===== src/rtl/dbg_loader_pkg.sv =====
// Shared definitions for the debug memory loader: command opcodes, FSM states, word size.
// Latency: n/a (definitions only).
// Backpressure: n/a.
package dbg_loader_pkg;

    localparam int WORD_BYTES = 4;

    // Host command opcodes; any other value is treated as a no-op.
    localparam logic [2:0] OP_IWR  = 3'd0;
    localparam logic [2:0] OP_IRD  = 3'd1;
    localparam logic [2:0] OP_DWR  = 3'd2;
    localparam logic [2:0] OP_DRD  = 3'd3;
    localparam logic [2:0] OP_RUN  = 3'd4;
    localparam logic [2:0] OP_HALT = 3'd5;

    typedef enum logic [2:0] {
        ST_IDLE,
        ST_WR,
        ST_RD_ISSUE,
        ST_RD_WAIT,
        ST_RD_RSP,
        ST_DONE
    } state_e;

    // Opcodes that target the instruction cache port rather than the data port.
    function automatic logic is_inst_op(input logic [2:0] op);
        return (op == OP_IWR) || (op == OP_IRD);
    endfunction

endpackage


===== src/rtl/dbg_port_drv.sv =====
// One debug cache port: registered address / write data / byte-enable with a single-cycle WE pulse.
// Latency: outputs update one cycle after wr_en/ld_en; we2 is high for exactly that one cycle.
// Backpressure: none; the caller only strobes when a beat is really taken.
//
// Ports: clk/rst (sync, active-high); wr_en loads a2/wd2/we2 from addr/wdata/be;
//        ld_en loads a2 only (read address); a2/wd2/we2 drive the cache debug inputs.
module dbg_port_drv (
    input  logic        clk,
    input  logic        rst,
    input  logic        wr_en,
    input  logic        ld_en,
    input  logic [31:0] addr,
    input  logic [31:0] wdata,
    input  logic [3:0]  be,
    output logic [31:0] a2,
    output logic [31:0] wd2,
    output logic [3:0]  we2
);

    logic [31:0] a2_q, a2_d;
    logic [31:0] wd2_q, wd2_d;
    logic [3:0]  we2_q, we2_d;

    always_comb begin
        a2_d  = a2_q;
        wd2_d = wd2_q;
        // Byte enables self-clear so every write is a one-cycle pulse.
        we2_d = '0;
        if (wr_en) begin
            a2_d  = addr;
            wd2_d = wdata;
            we2_d = be;
        end else if (ld_en) begin
            a2_d = addr;
        end
    end

    always_ff @(posedge clk) begin
        if (rst) begin
            a2_q  <= '0;
            wd2_q <= '0;
            we2_q <= '0;
        end else begin
            a2_q  <= a2_d;
            wd2_q <= wd2_d;
            we2_q <= we2_d;
        end
    end

    assign a2  = a2_q;
    assign wd2 = wd2_q;
    assign we2 = we2_q;

endmodule


===== src/rtl/dbg_mem_loader.sv =====
// Host-side master for the core's debug I/D-cache ports: burst word writes/reads plus core hold control.
// Latency: accept -> first WE pulse one cycle after the first wd beat; read word appears RD_LAT+2 cycles after issue.
// Backpressure: cmd_ready only in IDLE; wd_valid low stalls writes; rsp_ready low holds the read word.
//
// Ports: CPU_CLK/CPU_RST (sync, active-high); cmd_* command stream; wd_* write beats;
//        rsp_* read words; op_done completion pulse; core_hold drives the core reset;
//        inst_*/data_* connect to CPU_Debug_InstCache_* / CPU_Debug_DataCache_*.
module dbg_mem_loader
    import dbg_loader_pkg::*;
#(
    parameter int RD_LAT = 1,
    parameter int LEN_W  = 8
) (
    input  logic             CPU_CLK,
    input  logic             CPU_RST,
    input  logic             cmd_valid,
    output logic             cmd_ready,
    input  logic [2:0]       cmd_op,
    input  logic [31:0]      cmd_addr,
    input  logic [LEN_W-1:0] cmd_len,
    input  logic             wd_valid,
    output logic             wd_ready,
    input  logic [31:0]      wd_data,
    input  logic [3:0]       wd_be,
    output logic             rsp_valid,
    input  logic             rsp_ready,
    output logic [31:0]      rsp_data,
    output logic             op_done,
    output logic             core_hold,
    output logic [31:0]      inst_a2,
    output logic [31:0]      inst_wd2,
    output logic [3:0]       inst_we2,
    input  logic [31:0]      inst_rd2,
    output logic [31:0]      data_a2,
    output logic [31:0]      data_wd2,
    output logic [3:0]       data_we2,
    input  logic [31:0]      data_rd2
);

    localparam int          LAT_W     = (RD_LAT > 1) ? $clog2(RD_LAT) : 1;
    localparam logic [31:0] ADDR_STEP = 32'(WORD_BYTES);
    localparam logic [31:0] ADDR_MASK = ~(ADDR_STEP - 32'd1);

    state_e           state_q, state_d;
    logic [2:0]       op_q, op_d;
    logic [31:0]      addr_q, addr_d;
    logic [LEN_W-1:0] cnt_q, cnt_d;
    logic [LAT_W-1:0] lat_q, lat_d;
    logic             rsp_valid_q, rsp_valid_d;
    logic [31:0]      rsp_data_q, rsp_data_d;
    logic             op_done_q, op_done_d;
    logic             core_hold_q, core_hold_d;

    logic             port_wr;
    logic             port_ld;
    logic [31:0]      port_addr;
    logic             inst_sel;
    logic             cmd_fire;
    logic             wd_fire;
    logic             rsp_fire;

    // Ready signals are pure state decodes, so they carry no input-to-output path.
    assign cmd_ready = (state_q == ST_IDLE);
    assign wd_ready  = (state_q == ST_WR);

    assign cmd_fire  = cmd_valid && cmd_ready;
    assign wd_fire   = wd_valid && wd_ready;
    assign rsp_fire  = rsp_valid_q && rsp_ready;

    always_comb begin
        state_d     = state_q;
        op_d        = op_q;
        addr_d      = addr_q;
        cnt_d       = cnt_q;
        lat_d       = lat_q;
        rsp_valid_d = rsp_valid_q;
        rsp_data_d  = rsp_data_q;
        op_done_d   = 1'b0;
        core_hold_d = core_hold_q;
        port_wr     = 1'b0;
        port_ld     = 1'b0;
        port_addr   = addr_q;

        case (state_q)
            ST_IDLE: begin
                if (cmd_fire) begin
                    op_d   = cmd_op;
                    addr_d = cmd_addr & ADDR_MASK;
                    cnt_d  = cmd_len;
                    case (cmd_op)
                        OP_IWR, OP_DWR: state_d = ST_WR;
                        OP_IRD, OP_DRD: begin
                            // Present the read address during the RD_ISSUE cycle itself.
                            state_d   = ST_RD_ISSUE;
                            port_ld   = 1'b1;
                            port_addr = addr_d;
                        end
                        OP_RUN: begin
                            core_hold_d = 1'b0;
                            state_d     = ST_DONE;
                            op_done_d   = 1'b1;
                        end
                        OP_HALT: begin
                            core_hold_d = 1'b1;
                            state_d     = ST_DONE;
                            op_done_d   = 1'b1;
                        end
                        default: begin
                            state_d   = ST_DONE;
                            op_done_d = 1'b1;
                        end
                    endcase
                end
            end

            ST_WR: begin
                if (wd_fire) begin
                    port_wr = 1'b1;
                    addr_d  = addr_q + ADDR_STEP;
                    if (cnt_q == '0) begin
                        // Last beat: its WE pulse lands in the DONE cycle alongside op_done.
                        state_d   = ST_DONE;
                        op_done_d = 1'b1;
                    end else begin
                        cnt_d = cnt_q - 1'b1;
                    end
                end
            end

            ST_RD_ISSUE: begin
                state_d = ST_RD_WAIT;
                lat_d   = LAT_W'(RD_LAT - 1);
            end

            ST_RD_WAIT: begin
                if (lat_q == '0) begin
                    rsp_data_d  = is_inst_op(op_q) ? inst_rd2 : data_rd2;
                    rsp_valid_d = 1'b1;
                    state_d     = ST_RD_RSP;
                end else begin
                    lat_d = lat_q - 1'b1;
                end
            end

            ST_RD_RSP: begin
                if (rsp_fire) begin
                    rsp_valid_d = 1'b0;
                    if (cnt_q == '0) begin
                        state_d   = ST_DONE;
                        op_done_d = 1'b1;
                    end else begin
                        addr_d    = addr_q + ADDR_STEP;
                        cnt_d     = cnt_q - 1'b1;
                        state_d   = ST_RD_ISSUE;
                        port_ld   = 1'b1;
                        port_addr = addr_d;
                    end
                end
            end

            ST_DONE: state_d = ST_IDLE;

            default: state_d = ST_IDLE;
        endcase
    end

    // Port selection follows the op being latched this cycle so reads can load a2 at accept.
    assign inst_sel = is_inst_op(op_d);

    always_ff @(posedge CPU_CLK) begin
        if (CPU_RST) begin
            state_q     <= ST_IDLE;
            op_q        <= '0;
            addr_q      <= '0;
            cnt_q       <= '0;
            lat_q       <= '0;
            rsp_valid_q <= 1'b0;
            rsp_data_q  <= '0;
            op_done_q   <= 1'b0;
            core_hold_q <= 1'b1;
        end else begin
            state_q     <= state_d;
            op_q        <= op_d;
            addr_q      <= addr_d;
            cnt_q       <= cnt_d;
            lat_q       <= lat_d;
            rsp_valid_q <= rsp_valid_d;
            rsp_data_q  <= rsp_data_d;
            op_done_q   <= op_done_d;
            core_hold_q <= core_hold_d;
        end
    end

    dbg_port_drv u_inst_port (
        .clk   (CPU_CLK),
        .rst   (CPU_RST),
        .wr_en (port_wr && inst_sel),
        .ld_en (port_ld && inst_sel),
        .addr  (port_addr),
        .wdata (wd_data),
        .be    (wd_be),
        .a2    (inst_a2),
        .wd2   (inst_wd2),
        .we2   (inst_we2)
    );

    dbg_port_drv u_data_port (
        .clk   (CPU_CLK),
        .rst   (CPU_RST),
        .wr_en (port_wr && !inst_sel),
        .ld_en (port_ld && !inst_sel),
        .addr  (port_addr),
        .wdata (wd_data),
        .be    (wd_be),
        .a2    (data_a2),
        .wd2   (data_wd2),
        .we2   (data_we2)
    );

    assign rsp_valid = rsp_valid_q;
    assign rsp_data  = rsp_data_q;
    assign op_done   = op_done_q;
    assign core_hold = core_hold_q;

endmodule

===== config.mk =====
export PLATFORM = sky130hd
export DESIGN_NAME = dbg_mem_loader
export DESIGN_NICKNAME = d
export VERILOG_FILES = /design/src/rtl/dbg_loader_pkg.sv /design/src/rtl/dbg_port_drv.sv /design/src/rtl/dbg_mem_loader.sv
export SDC_FILE = /design/constraint.sdc
export NUM_CORES = 1
export LEC_CHECK = 0
export ABC_AREA = 1
export BUFFER_PORTS_ARGS = -buffer_cell sky130_fd_sc_hd__buf_2
export CELL_PAD_IN_SITES_DETAIL_PLACEMENT = 1
export CELL_PAD_IN_SITES_GLOBAL_PLACEMENT = 1
export CORE_MARGIN = 2
export CORE_UTILIZATION = 32
export CTS_BUF_LIST = sky130_fd_sc_hd__clkbuf_8 sky130_fd_sc_hd__clkbuf_16
export CTS_CLUSTER_SIZE = 24
export DETAILED_ROUTE_END_ITERATION = 6
export PLACE_DENSITY = 0.8
export SLEW_MARGIN = 20
export SYNTH_ARGS = -nofsm -noshare
export SYNTH_HDL_FRONTEND = slang
export SYNTH_SLANG_ARGS = --single-unit

===== constraint.sdc =====
create_clock -name CPU_CLK -period 1.85 [get_ports CPU_CLK]
set_input_delay 0.185 -clock CPU_CLK [delete_from_list [all_inputs] [get_ports CPU_CLK]]
set_output_delay 0.185 -clock CPU_CLK [all_outputs]
set_load 0.01 [all_outputs]

After elaboration in Yosys (flattened, before gate mapping)
Cells that the tools add are included.
{"block": "op_classes", "n_bitwise": 3, "eq_ne": 16, "reduce_logical": 32, "addsub": 3, "n_mux": 47}
{"operator": "two-way mux 32 bit", "n": 11}
{"operator": "one-hot mux 32 bit (3 select lines)", "n": 1}
{"operator": "one-hot mux 32 bit (2 select lines)", "n": 1}
{"operator": "adder 32 x 3 -> 32 bit, second input constant", "n": 1}
{"operator": "two-way mux 8 bit", "n": 4}
{"operator": "two-way mux 3 bit", "n": 8}
{"operator": "one-hot mux 8 bit (3 select lines)", "n": 1}
{"operator": "one-hot mux 3 bit (5 select lines)", "n": 1}
{"operator": "two-way mux 1 bit", "n": 14}
{"operator": "equality test 3 x 1 -> 1 bit, second input constant", "n": 4}
{"operator": "equality test 3 x 2 -> 1 bit, second input constant", "n": 4}
{"operator": "logical NOT 3 bit", "n": 4}
{"operator": "nonzero test 2 bit", "n": 5}
{"operator": "equality test 3 bit, second input constant", "n": 3}
{"operator": "AND reduction 3 bit", "n": 3}
{"operator": "logical NOT 8 bit", "n": 1}
{"operator": "one-hot mux 1 bit (2 select lines)", "n": 4}
{"operator": "OR reduction 2 bit", "n": 4}
{"operator": "subtractor 8 x 1 -> 8 bit, second input constant", "n": 1}
{"operator": "logical AND 1 bit", "n": 7}
{"operator": "!= test 2 x 1 -> 1 bit, second input constant", "n": 3}
{"operator": "one-hot mux 3 bit (2 select lines)", "n": 1}
{"operator": "AND reduction 5 bit", "n": 1}
{"operator": "!= test 2 bit, second input constant", "n": 2}
{"operator": "9 further kinds", "n": 12}
{"block": "totals", "input_bits": 148, "register_bits": 218, "out_inout_bits": 173}

Depth between registers and ports, before layout
Gate-level depths: netlist of run 1.
{"block": "depth", "word_depth": 10, "depth_mapped": 14, "depth_no_buf": 13}

Cells and area by module
Synthesis of run 1 repeated with hierarchy kept, for this count alone.
{"block": "hier_totals", "cells_unflattened": 1664, "hier_area_um2": 10782.8}
{"mod": "dbg_mem_loader", "cells_per_inst": 952, "seq_area_each_um2": 1561.5, "area_each_um2": 5680.4, "instances": 1}
{"mod": "dbg_port_drv", "cells_per_inst": 356, "seq_area_each_um2": 1361.3, "area_each_um2": 2551.2, "instances": 2}

Worst setup path before layout of run 1
OpenSTA, ideal clock, no wires.
{"block": "synth_path", "path_kind": "register -> register", "start": "register cnt_q[0]", "end": "register u_inst_port.a2_q[23] (netlist: u_inst_port.a2[23])", "slack_ps": 43, "synth_period_minus_slack_ps": 1807, "arrival_time_ps": 1698, "path_stages_with_launch": 15, "path_buffers": 1, "t_required_ps": 1741, "cell_sequence": "dfxtp_1 -> inv_1 -> ha_1 -> nand3_1 -> nor2_2 -> nor2_1 -> nand2_2 -> nand2_2 -> nand2_4 -> inv_6 -> buf_8 -> nor2_2 -> nor2_2 -> nand2_1 -> inv_1"}
{"block": "synth_between", "elab_chain_len": 6, "word_cells_on_any_way": 11, "classes_between": "mux (8); reduce/logical (3)"}
{"item": "start: declaration", "line_no": "dbg_mem_loader.sv:47", "text": "logic [LEN_W-1:0] cnt_q, cnt_d;"}
{"item": "start signal: assignment", "line_no": "dbg_mem_loader.sv:185", "text": "cnt_q <= cnt_d;"}
{"item": "logical NOT 8 bit (*)", "line_no": "dbg_mem_loader.sv:148", "text": "if (cnt_q == '0) begin"}
{"item": "two-way mux 32 bit / two-way mux 1 bit (equally long branches) (2 in a row)"}
{"item": "one-hot mux 32 bit (2 select lines) / one-hot mux 1 bit (2 select lines) (equally long branches)", "line_no": "dbg_mem_loader.sv:84", "text": "case (state_q)"}
{"item": "two-way mux 32 bit / logical AND 1 bit (equally long branches)", "line_no": "dbg_port_drv.sv:33, dbg_mem_loader.sv:198"}
{"item": "two-way mux 32 bit / nonzero test 2 bit (equally long branches)"}
{"item": "end signal: assignment", "line_no": "dbg_port_drv.sv:40", "text": "a2_q <= '0;"}
{"item": "end signal: assignment", "line_no": "dbg_port_drv.sv:44", "text": "a2_q <= a2_d;"}
{"item": "end: declaration", "line_no": "dbg_port_drv.sv:20", "text": "logic [31:0] a2_q, a2_d;"}
Mark *: on every way between the ends. The rest lies on a longest branch, timed or not. The select of a mux whose other input is x is not followed.
A chain may end at the register's enable or synchronous reset.

Worst setup path after layout of run 1
{"block": "layout_path", "start": "register cnt_q[6]", "end": "register u_inst_port.a2_q[11] (netlist: u_inst_port.a2[11])"}
Same word-level chain as after synthesis.

==> impl_metrics.env, run 1 <==
export IMPL_syn_cell_area_um2=10500
export IMPL_detail_route_wl_per_cell_um=23.1
export IMPL_violations="hold timing, setup timing"
export IMPL_final_cell_area_um2=16900
export IMPL_whs_ns=-0.00101
export IMPL_fin_cells=2619
export IMPL_grt_pass1_vias=15000
export IMPL_synth_seq_cells=210
export IMPL_die_h_um=186
export IMPL_async_reset_ff_share_pct=0
export IMPL_path_clk_slew_ns=0.07
export IMPL_ant_nets=0
export IMPL_grt_max_degree=83
export IMPL_synth_edf_count=0
export IMPL_synth_ff_type="dfxtp_1"
export IMPL_fmax_mhz=480
export IMPL_clock_sinks=210
export IMPL_syn_area_per_cell_um2=6.60
export IMPL_viasPerCell=5.58
export IMPL_period_needed_ns=2.08
export IMPL_finalWorstSetupSlack_ns=-0.232
export IMPL_dieWidth_um=186
export IMPL_cp_arrival_ns=2.52
export IMPL_cp_required_ns=2.29
export IMPL_track_usage_pct=29.9
export IMPL_maxSlewViolCount=0
export IMPL_antenna_found_initial=15
export IMPL_regArea_um2=4230
export IMPL_place_congestion=0.912
export IMPL_placement_cell_area_um2=13400
export IMPL_crit_path_start_kind="flop"
export IMPL_rows=66
export IMPL_multi_input_area_um2=6080
export IMPL_grt_pass1_wl_mm=81.0
export IMPL_gr_total_overflow=0
export IMPL_syn_instance_count=1599
export IMPL_cts_root_buf="clkbuf_16"
export IMPL_crit_top_cell="nor2_1"
export IMPL_totalWireLength_mm=60.5
export IMPL_fin_skew_ns=0.0145
export IMPL_period_share_pct=113
export IMPL_dr_pass1_iters=5
export IMPL_postLayoutCoreUtil_pct=52.0
export IMPL_fin_nets=2297
export IMPL_synthDistinctLibCells=42
export IMPL_tns_ns=-8.30
export IMPL_power_density_nw_per_um2=1390
export IMPL_drv_cap=0
export IMPL_final_common_cell="nand2_1"
export IMPL_area_delta_synth_final_pct=60.3
export IMPL_h_tree_depth=1
export IMPL_crit_path_end_kind="flop"
export IMPL_dp_hpwl_mm=31.5
export IMPL_dieArea_um2=34400
export IMPL_drt_iter0_markers=1012
export IMPL_slowest_delay_ns=0.36
export IMPL_cp_cell_sequence="nor2_1 -> nand2_1 -> nor2_4 -> nor2_4 -> nand2_2 -> nand2_4 -> nand2_8 -> clkinv_8 -> buf_8 -> nor2_1 -> nor2_1 -> nand2_1 -> inv_1"
export IMPL_synth_area_leaders="dfxtp_1 (40%), nand2_1 (13%), nor2_1 (8.8%), a21oi_1 (7.7%), o21ai_0 (7.0%)"
export IMPL_rsz0062_at_grt="true"
export IMPL_finalHoldViolations=1
export IMPL_cts_buffers=25
export IMPL_path_buf_inv=3
export IMPL_cp_max_fo=6
export IMPL_routed_via_count=14600
export IMPL_cts_tree="done"
export IMPL_initial_core_util_pct=32.4
export IMPL_drc=0
export IMPL_clock_latency_ns=0.56
export IMPL_critPathKind="flop to flop"
export IMPL_fillers=4062
export IMPL_setup_viol=82
export IMPL_drive_above_1_share_pct=34.6
export IMPL_layout_common_cells="nand2_1 (333), buf_2 (312), nor2_1 (197), dfxtp_1 (197), a21oi_1 (153)"
export IMPL_critical_path_top_delay_family="simple AND/OR/NAND/NOR gates"
export IMPL_cts_max_path_buffers=3
export IMPL_hold_path_class="input port to flop"
export IMPL_synth_top_area_share_pct=39.9
export IMPL_status="finished, violations left"
export IMPL_synth_warnings=0
export IMPL_core_area_um2=32500
export IMPL_p_leak_nw=7.88
export IMPL_placed_cells=2394
export IMPL_yosysSeqAreaShare_pct=39.9
export IMPL_synth_top_area_cell="dfxtp_1"
export IMPL_vdd_drop_max_v=0.000784
export IMPL_pin_count=321
export IMPL_io_buffer_count=314
export IMPL_slowest_stage="dfxtp_1"
## registers in the layout (all words and copies together) (netlist names), 2 cells and up
signal,flops
u_data_port.a2,30
u_inst_port.wd2,32
u_inst_port.we2,4
addr_q,30
u_inst_port.a2,30
state_q,3
u_data_port.wd2,32
rsp_data,32
cnt_q,8
u_data_port.we2,4
op_q,2
## per-stage QoR
| step | worst slack (ns) | power (mW) |
|---|---|---|
| after floorplan | 0.0433 | 11.3 |
| after detailed placement | -0.176 | 14.9 |
| final | -0.232 | 23.5 |
| after global routing | -0.285 | 24.4 |
| after global placement | -0.0881 | 14.6 |
| after CTS | -0.00700 | 20.8 |
## cells by family (layout without fill, tap and decap cells)
group,after synthesis,in the layout,synth area share [%]
AND/OR/NAND/NOR,763,764,30.3
AO/OA/AOI/OAI,389,389,19.4
buffers and inverters,223,784,9.15
flip-flops,210,210,39.9
XOR/XNOR,8,8,0.664
multiplexers,3,3,0.285
adder cells (fa/ha/maj),2,2,0.237
other,1,17,0.0356
## layout make-up
| type | instances | area share, % |
|---|---|---|
| Clock inverter | 16 | 1.10 |
| Sequential cell | 210 | 25.0 |
| Tap cell | 442 | 3.27 |
| Timing Repair Buffer | 610 | 27.2 |
| Inverter | 127 | 3.14 |
| Multi-Input combinational cell | 1170 | 36.0 |
| Clock buffer | 28 | 3.94 |
| Timing Repair inverter | 3 | 0.148 |
| Antenna cell | 13 | 0.192 |
## metal layers
layer / up-vias / wire length [µm] / global-route usage (%)
met4: 6 / 4390 / 16.9
met5: - / 48 / 0
met2: 889 / 29800 / 54.8
met1: 7083 / 21500 / 31.5
li1: 6301 / - / -
met3: 339 / 4750 / 6.83
## where the power goes
group / switching (mW) / leakage (nW) / total [mW] / internal, mW
registers: 0.868 / 1.71 / 6.37 / 5.50
clock network: 2.32 / 0.435 / 5.46 / 3.14
logic: 7.23 / 5.73 / 11.7 / 4.42
total: 10.4 / 7.88 / 23.5 / 13.1
## repair_timing
item                                   in CTS  in global routing
setup endpoints to repair                 122                167
buffers inserted                            7                 26
endpoints found under the hold margin     127                  0
gates resized for setup                    47                236
pin swaps                                   8                 73
hold buffers                              124                  0
gates cloned                                2                 10
## synth_stat cells, types with 2 or more instances
cell type,n
a22oi_1,13
nand4_1,6
nand2_1,355
clkbuf_2,3
nand2_2,7
ha_1,2
inv_2,9
mux2i_1,3
nor2_1,247
nor2_2,40
buf_2,17
nor3_1,2
o21ai_1,26
o21ai_0,148
buf_6,3
dfxtp_1,210
o211ai_1,4
buf_4,12
a211oi_1,3
nand2_4,2
clkbuf_1,55
xor2_1,8
buf_1,4
nor2_4,4
nand3_1,96
a21oi_1,163
a31oi_1,27
inv_1,116
## tightest hold or removal path, delay by kind of cell
kind / cells / cell delay (ns)
AOI/OAI and AO/OA: 2 / 0.22
buffers and inverters: 1 / 0.10
## final timing paths
kind                                           from                   to  slack (ns)  cells after the start
worst max-delay path                       cnt_q[6]   u_inst_port.a2[11]       -0.23                     13
worst min-delay path                   cmd_addr[19]           addr_q[19]      -0.001                      3
worst max register to register             cnt_q[6]   u_inst_port.a2[11]       -0.23                     13
worst min register to register  u_inst_port.wd2[19]  u_inst_port.wd2[19]        0.47                      2
Note: power is estimated with default switching activity, not from simulation.
==> inputs of run 2 (changes only) <==
--- a/config.mk
+++ b/config.mk
@@ -9,12 +9,12 @@
 export BUFFER_PORTS_ARGS = -buffer_cell sky130_fd_sc_hd__buf_2
 export CELL_PAD_IN_SITES_DETAIL_PLACEMENT = 1
 export CELL_PAD_IN_SITES_GLOBAL_PLACEMENT = 1
-export CORE_MARGIN = 2
-export CORE_UTILIZATION = 32
-export CTS_BUF_LIST = sky130_fd_sc_hd__clkbuf_8 sky130_fd_sc_hd__clkbuf_16
+export CORE_UTILIZATION = 33
+export CTS_BUF_LIST = sky130_fd_sc_hd__clkbuf_8
 export CTS_CLUSTER_SIZE = 24
 export DETAILED_ROUTE_END_ITERATION = 6
-export PLACE_DENSITY = 0.8
+export PLACE_DENSITY = 0.82
+export RECOVER_POWER = 100
 export SLEW_MARGIN = 20
 export SYNTH_ARGS = -nofsm -noshare
 export SYNTH_HDL_FRONTEND = slang
==> run 2 against run 1 <==
Against the previous run: the run ends with setup timing left; global-route usage grew 2.6 points; combinational power about the same; die area decreased by 5.1%; sequential power barely moved; non-clock buffer count grew 1; first-iteration DRC count is 3.4% higher; total power increased by 2.4%; clock skew increased by 0.012 ns; cell count down 0.57%; core utilization increased by 1.0 points; critical path type unchanged; critical endpoint is now u_inst_port.a2[8]; largest cell class unchanged.
==> impl_metrics.env, run 2 (synthesis gave the netlist of run 1 again) <==
export IMPL_status="finished, violations left"
export IMPL_violations="setup timing"
export IMPL_finalWorstSetupSlack_ns=-0.340
export IMPL_drt_iter0_markers=1046
export IMPL_drc=0
export IMPL_maxSlewHeadroom_pct=53.7
export IMPL_drv_cap=0
export IMPL_cp_required_ns=2.30
export IMPL_core_area_um2=31500
export IMPL_dieWidth_um=181
export IMPL_dp_hpwl_mm=31.0
export IMPL_rsz0062_at_grt="true"
export IMPL_slowest_delay_ns=0.35
export IMPL_period_needed_ns=2.19
export IMPL_vdd_drop_max_v=0.000728
export IMPL_drive_above_1_share_pct=26.9
export IMPL_antenna_found_initial=9
export IMPL_cts_tree="done"
export IMPL_cp_max_fo=4
export IMPL_routed_via_count=14800
export IMPL_r2r_start="addr_q[2]"
export IMPL_hold_path_class="input port to flop"
export IMPL_path_clk_slew_ns=0.07
export IMPL_area_delta_synth_final_pct=58.1
export IMPL_grt_max_degree=123
export IMPL_layout_common_cells="nand2_1 (332), dfxtp_1 (198), nor2_1 (187)"
export IMPL_gr_total_overflow=0
export IMPL_cts_root_buf="clkbuf_8"
export IMPL_clock_sinks=210
export IMPL_h_tree_depth=2
export IMPL_slowest_stage="dfxtp_2"
export IMPL_placed_cells=2349
export IMPL_hold_start="cmd_len[1]"
export IMPL_setup_viol=56
export IMPL_critPathKind="flop to flop"
export IMPL_grt_pass1_vias=15400
export IMPL_detail_route_wl_per_cell_um=24.1
export IMPL_pin_count=321
export IMPL_fin_skew_ns=0.0263
export IMPL_ant_nets=0
export IMPL_fin_cells=2604
export IMPL_power_density_nw_per_um2=1440
export IMPL_grt_pass1_wl_mm=84.0
export IMPL_cts_buffers=41
export IMPL_crit_start="addr_q[2]"
export IMPL_postLayoutCoreUtil_pct=53.0
export IMPL_place_ws_ns=-0.200
export IMPL_cts_max_path_buffers=3
export IMPL_placement_cell_area_um2=13300
export IMPL_tns_ns=-5.59
export IMPL_fmax_mhz=457
export IMPL_final_common_cell="nand2_1"
export IMPL_period_share_pct=118
export IMPL_track_usage_pct=32.5
export IMPL_cp_cell_sequence="ha_2 -> nand2_1 -> inv_1 -> buf_4 -> nand2_1 -> o21ai_0 -> nand2_1 -> nand3_1 -> nand3_2 -> nor2_2 -> nor2_1"
export IMPL_dieArea_um2=32700
export IMPL_clock_latency_ns=0.58
export IMPL_path_buf_inv=2
export IMPL_dr_pass1_iters=6
export IMPL_finalHoldViolations=0
export IMPL_p_leak_nw=7.30
export IMPL_critical_path_top_delay_family="simple AND/OR/NAND/NOR gates"
export IMPL_cp_arrival_ns=2.64
export IMPL_final_cell_area_um2=16700
export IMPL_worstMarginPinSlew_ns=0.695
export IMPL_die_h_um=181
export IMPL_io_buffer_count=314
export IMPL_fin_nets=2311
export IMPL_viasPerCell=5.67
export IMPL_initial_core_util_pct=33.5
export IMPL_maxSlewViolCount=0
export IMPL_crit_path_start_kind="flop"
export IMPL_crit_top_cell="nand2_1"
export IMPL_fillers=4049
export IMPL_rows=65
export IMPL_place_congestion=0.913
export IMPL_crit_path_end_kind="flop"
export IMPL_totalWireLength_mm=62.7
run 2: path summary, 6_finish.rpt:
check	depth (start not counted)	endpoint	slack, ns
worst max-delay path	11	u_inst_port.a2[8]	-0.34
worst min-delay path	5	cnt_q[1]	0.02
worst max register to register	11	u_inst_port.a2[8]	-0.34
worst min register to register	2	u_inst_port.wd2[24]	0.47
run 2: through the flow:
stage / power, mW / hold WS, ns
final: 24.0 / 0.0150
after global routing: 24.9 / 0.0714
after CTS: 21.3 / 0.0102
after detailed placement: 14.8 / 0.429
after global placement: 14.5 / 0.418
after floorplan: 11.3 / 0.320
run 2: layer usage:
layer / wire [µm] / global-route usage, % / up-vias
met5: 13 / 0 / -
li1: - / - / 6339
met2: 30900 / 59.1 / 918
met4: 4850 / 21.8 / 2
met3: 4880 / 7.42 / 360
met1: 22000 / 33.1 / 7155
run 2: report_power, final:
part / internal (mW) / switching (mW) / total, mW
logic: 4.36 / 7.39 / 11.7
registers: 5.50 / 0.896 / 6.39
clock network: 3.38 / 2.51 / 5.89
total: 13.2 / 10.8 / 24.0
run 2: final cells by class:
type	instances	area (µm²)	share of cell area, %
diodes	8	20.0	0.120
clock buffers	51	702	4.21
clock inverters	25	285	1.71
inverters	127	514	3.08
multi-input cells	1169	6020	36.1
flip-flops and latches	210	4230	25.3
well taps	402	503	3.02
repair buffers	611	4400	26.4
repair inverters	1	8.76	0.0525
run 2: worst reg2reg max path, cell delays in order, from the launching register on:
cell and delay [ns]:
dfxtp_2 0.35, ha_2 0.20, nand2_1 0.11, inv_1 0.11
buf_4 0.15, nand2_1 0.12, o21ai_0 0.34, nand2_1 0.17
nand3_1 0.15, nand3_2 0.17, nor2_2 0.16, nor2_1 0.06
run 2: repair_timing:
item	in CTS	in global routing
hold endpoints to repair	138	0
hold buffers	134	0
cloned	1	9
setup buffers	10	21
resized for setup	44	237
endpoints found under the setup margin	93	172
pin swaps	7	78
